==> src/rtl/clkmux_n.sv <==
// Glitch-free N-way clock multiplexer: per-channel synchronised enables with
// break-before-make handover between mutually asynchronous source clocks.
module clkmux_n #(
   parameter int N    = 4,
   parameter int SW   = 2,
   parameter int SYNC = 2,
   parameter int INIT = 0
) (
   input  logic [N-1:0]  clk,
   input  logic          rstb,
   input  logic [SW-1:0] sel,
   output logic [N-1:0]  vld,
   output logic          lck,
   output logic [SW-1:0] cur,
   output logic          idle
);

   for (genvar i = 0; i < N; i++) begin : g_ch
      localparam logic         RST_ON = (i == INIT);
      localparam logic [N-1:0] OTHERS = ~(N'(1) << i);

      logic [SYNC-1:0] r_rst_sync;
      logic            w_rst_n;
      logic            w_req;
      logic [SYNC-1:0] r_s;
      logic            r_vld;

      // NOTE: reset asserts at once but is released on this channel's own clock,
      // so every channel leaves reset cleanly even while the others run.
      always_ff @(posedge clk[i] or negedge rstb) begin
         if (!rstb) r_rst_sync <= '0;
         else       r_rst_sync <= {r_rst_sync[SYNC-2:0], 1'b1};
      end

      assign w_rst_n = r_rst_sync[SYNC-1];
      assign w_req   = (sel == SW'(i)) && !(|(vld & OTHERS));

      always_ff @(posedge clk[i] or negedge w_rst_n) begin
         if (!w_rst_n) r_s <= {SYNC{RST_ON}};
         else          r_s <= {r_s[SYNC-2:0], w_req};
      end

      // NOTE: the enable moves on the falling edge, only once every stage agrees;
      // a lone stray sample is absorbed and vld[i] never changes with clk[i] high.
      always_ff @(negedge clk[i] or negedge w_rst_n) begin
         if (!w_rst_n)   r_vld <= RST_ON;
         else if (r_vld) r_vld <= |r_s;
         else            r_vld <= &r_s;
      end

      assign vld[i] = r_vld;
   end

   assign lck  = |(vld & clk);
   assign idle = ~|vld;

   // NOTE: default assigned first so the encoder never infers a latch.
   always_comb begin
      cur = '0;
      for (int i = 0; i < N; i++) begin
         if (vld[i]) cur = SW'(i);
      end
   end

endmodule

==> config.mk <==
export PLATFORM = sky130hd
export DESIGN_NAME = clkmux_n
export DESIGN_NICKNAME = d
export VERILOG_FILES = /design/src/rtl/clkmux_n.sv
export SDC_FILE = /design/constraint.sdc
export NUM_CORES = 1
export LEC_CHECK = 0
export ABC_AREA = 1
export CAP_MARGIN = 10
export CORE_ASPECT_RATIO = 0.75
export CORE_UTILIZATION = 35
export DETAILED_ROUTE_END_ITERATION = 8
export PLACE_DENSITY = 0.6
export SYNTH_ARGS = -nofsm -noshare
export SYNTH_HDL_FRONTEND = slang
export SYNTH_SLANG_ARGS = --single-unit
==> constraint.sdc <==
create_clock -name clk -period 1.15 [get_ports clk]
set_input_delay 0.23 -clock clk [delete_from_list [all_inputs] [get_ports clk]]
set_output_delay 0.23 -clock clk [all_outputs]
set_load 0.005 [all_outputs]
==> results.json <==
{
  "drv_cap": 0,
  "dr.pass1.iters": 5,
  "postPlaceCellArea_um2": 892.1,
  "final_cell_mix": "24 x clkbuf_4, 15 x nand2_1, 14 x dfrtp_1, 14 x buf_6, 9 x buf_4",
  "avgSynthCellArea_um2": 10.70,
  "synth_cell_type_count": 13,
  "p_leak_nw": 0.6587,
  "tritoncts": "yes",
  "p_per_area_nw_per_um2": 1930,
  "gp_congestion": 0.7455,
  "grt_pass1_vias": 687,
  "synth_compound_area_share_pct": 3.490,
  "hold_path.class": "flip-flop to asynchronous set/reset pin",
  "antenna_found_initial": 0,
  "arrival_ns": 1.91,
  "failed_checks": "negative setup slack",
  "synthXorXnorAreaFrac_pct": 0,
  "ys_seq_elements": 20,
  "synth_area_leaders": "dfrtp_1 49%, dfstp_2 11%, dfrtn_1 10%, nand2_1 8.4%, nor2_1 4.7%",
  "start_util_pct": 39.35,
  "fin_area_um2": 1235,
  "yosysSeqAreaShare_pct": 70.33,
  "die_h_um": 41.20,
  "critPathSlowestCell": "dfstp_2",
  "synth_top_family_by_area": "simple AND/OR/NAND/NOR gates",
  "mostFrequentLayoutCell": "clkbuf_4",
  "path_buf_inv": 3,
  "crit_chain": "buf_6, nand2_2, nand2_1, inv_1, nand2_1, buf_2",
  "final_core_util_pct": 67.79,
  "critPathLaunchType": "flip-flop",
  "wire_per_inst_um": 12.56,
  "ant_nets": 0,
  "maxUsedRoutingLayer": "met4",
  "die_x_um": 54.26,
  "area_delta_synth_final_pct": 72.25,
  "gr-total-overflow": 0,
  "n_antenna_cell": 0,
  "drtIter0Drc": 17,
  "synth_fa_ha_area_share_pct": 0,
  "synth.top_cell.area_share_pct": 48.87,
  "synth_warnings": 0,
  "ios": 15,
  "cpPeakStageDelay_ns": 0.53,
  "met3_length_um": 191,
  "grtUsageTotal_pct": 22.87,
  "yosys.area.top_type": "dfrtp_1",
  "grt_pass1_wl_um": 2484,
  "dp_hpwl_um": 926.2,
  "rsz0062_at_grt": "yes",
  "path_delay_family": "flip-flops",
  "final-setup-viol-count": 20,
  "wl_met1_um": 764,
  "syn_inst": 67,
  "crit_type": "flip-flop to primary output",
  "cp_max_fo": 2,
  "clk_latency_ns": 0.41,
  "die_area_um2": 2235,
  "path_common_cell": "nand2_1",
  "via_per_inst": 4.463,
  "status": "finished with violations",
  "critical_path_required_ns": 0.92,
  "post_synth_mux_area_share_pct": 0,
  "num_vias": 656,
  "setup_ws_ns": -0.9855,
  "fin_nets": 130,
  "critPathCaptureType": "primary output",
  "reg2reg_slack_ns": -0.54,
  "clkSlewWorstSetupHoldPaths_ns": 0.05,
  "vdd_drop_max_mv": 1.259,
  "route.detailed.drc": 0,
  "rows": 13,
  "synth_simple_gate_area_share_pct": 16.75,
  "hold_violations": 0,
  "finalWirelength_um": 1847,
  "drive_gt1_share_pct": 52.80,
  "grt_max_degree": 9,
  "clock_skew_ns": 0.06672,
  "syn_area_um2": 716.9,
  "wl_met2_um": 879,
  "port_buffers": 11,
  "core_um2": 1822,
  "drv_slew": 0
}
## state kept, by name (all words and copies together), names as in the netlist
register	cells
g_ch.r_rst_sync	8
g_ch.r_s	8
g_ch.r_vld	4
## final cells by class
type / count / area (um2)
clock buffer: 29 / 200.2
clock inverter: 3 / 11.26
fill: 140 / 586.8
inverter: 6 / 32.53
multi-input combinational: 37 / 183.9
sequential: 20 / 504.2
tap: 22 / 27.53
timing repair buffer: 30 / 275.3
## Yosys cell counts
library cell	n
o21ai_0	1
buf_4	4
inv_2	3
dfrtp_1	14
a21oi_1	4
conb_1	1
nand2_1	16
nand3_2	2
dfstp_2	3
nand2_2	1
inv_1	6
dfrtn_1	3
nor2_1	9
## metrics by stage
| stage | setup slack (ns) | TNS [ns] | total power, mW | hold WS (ns) | cells |
|---|---|---|---|---|---|
| floorplan | -0.3440 | -3.113 | 0.8472 | -0.06559 | 70 |
| global placement | -0.8093 | -7.361 | 0.9148 | 0.03640 | 106 |
| detailed placement | -0.8286 | -7.599 | 0.9196 | 0.03976 | 106 |
| CTS | -0.9861 | -8.682 | 2.406 | 0.03712 | 143 |
| global route | -1.043 | -9.786 | 2.549 | 0.04519 | 147 |
| finish | -0.9855 | -9.002 | 2.383 | 0.03226 | 147 |
## repair_timing
action | in CTS | in global routing
setup endpoints to repair | 20 | 20
resized for setup | 48 | 9
pin swaps | 4 | 3
buffers inserted | 9 | 5
hold endpoints to repair | 0 | 0
hold buffers | 0 | 0
## power breakdown
| part | internal, mW | switching, mW | total [mW] |
|---|---|---|---|
| combinational | 0.0785 | 0.0650 | 0.143 |
| clock | 1.00 | 0.464 | 1.47 |
| sequential | 0.749 | 0.0246 | 0.774 |
## worst reg2reg max path: stages, from the launching register on
cell     delay, ns
dfstp_2       0.53
buf_4         0.11
inv_2         0.03
buf_4         0.13
nand3_2       0.07
nor2_1        0.06
## final timing paths
check,startpoint,end,cells past startpoint
max,g_ch[0].r_vld$_DFF_NN1_,lck,6
min,g_ch[1].r_rst_sync[1]$_DFF_PN0_,g_ch[1].r_s[0]$_DFF_PN0_,0
max reg2reg,g_ch[0].r_vld$_DFF_NN1_,g_ch[2].r_s[0]$_DFF_PN0_,5
min reg2reg,g_ch[1].r_rst_sync[1]$_DFF_PN0_,g_ch[1].r_s[0]$_DFF_PN0_,0
max in group asynchronous,g_ch[0].r_rst_sync[1]$_DFF_PN0_,g_ch[0].r_vld$_DFF_NN1_,0
min in group clk,g_ch[1].r_rst_sync[0]$_DFF_PN0_,g_ch[1].r_rst_sync[1]$_DFF_PN0_,0
## routing by layer
layer  global-route usage, %  up-vias
met5                       0        -
met3                   32.22        2
li1                        -      309
met2                   19.82       32
met4                   32.05        0
met1                   17.91      313
## cell families after synthesis
logic type	after synthesis
compound gates	5
buf+inv	13
flops	20
other cells	1
simple gates	28
Note: power is estimated with default switching activity, not from simulation.
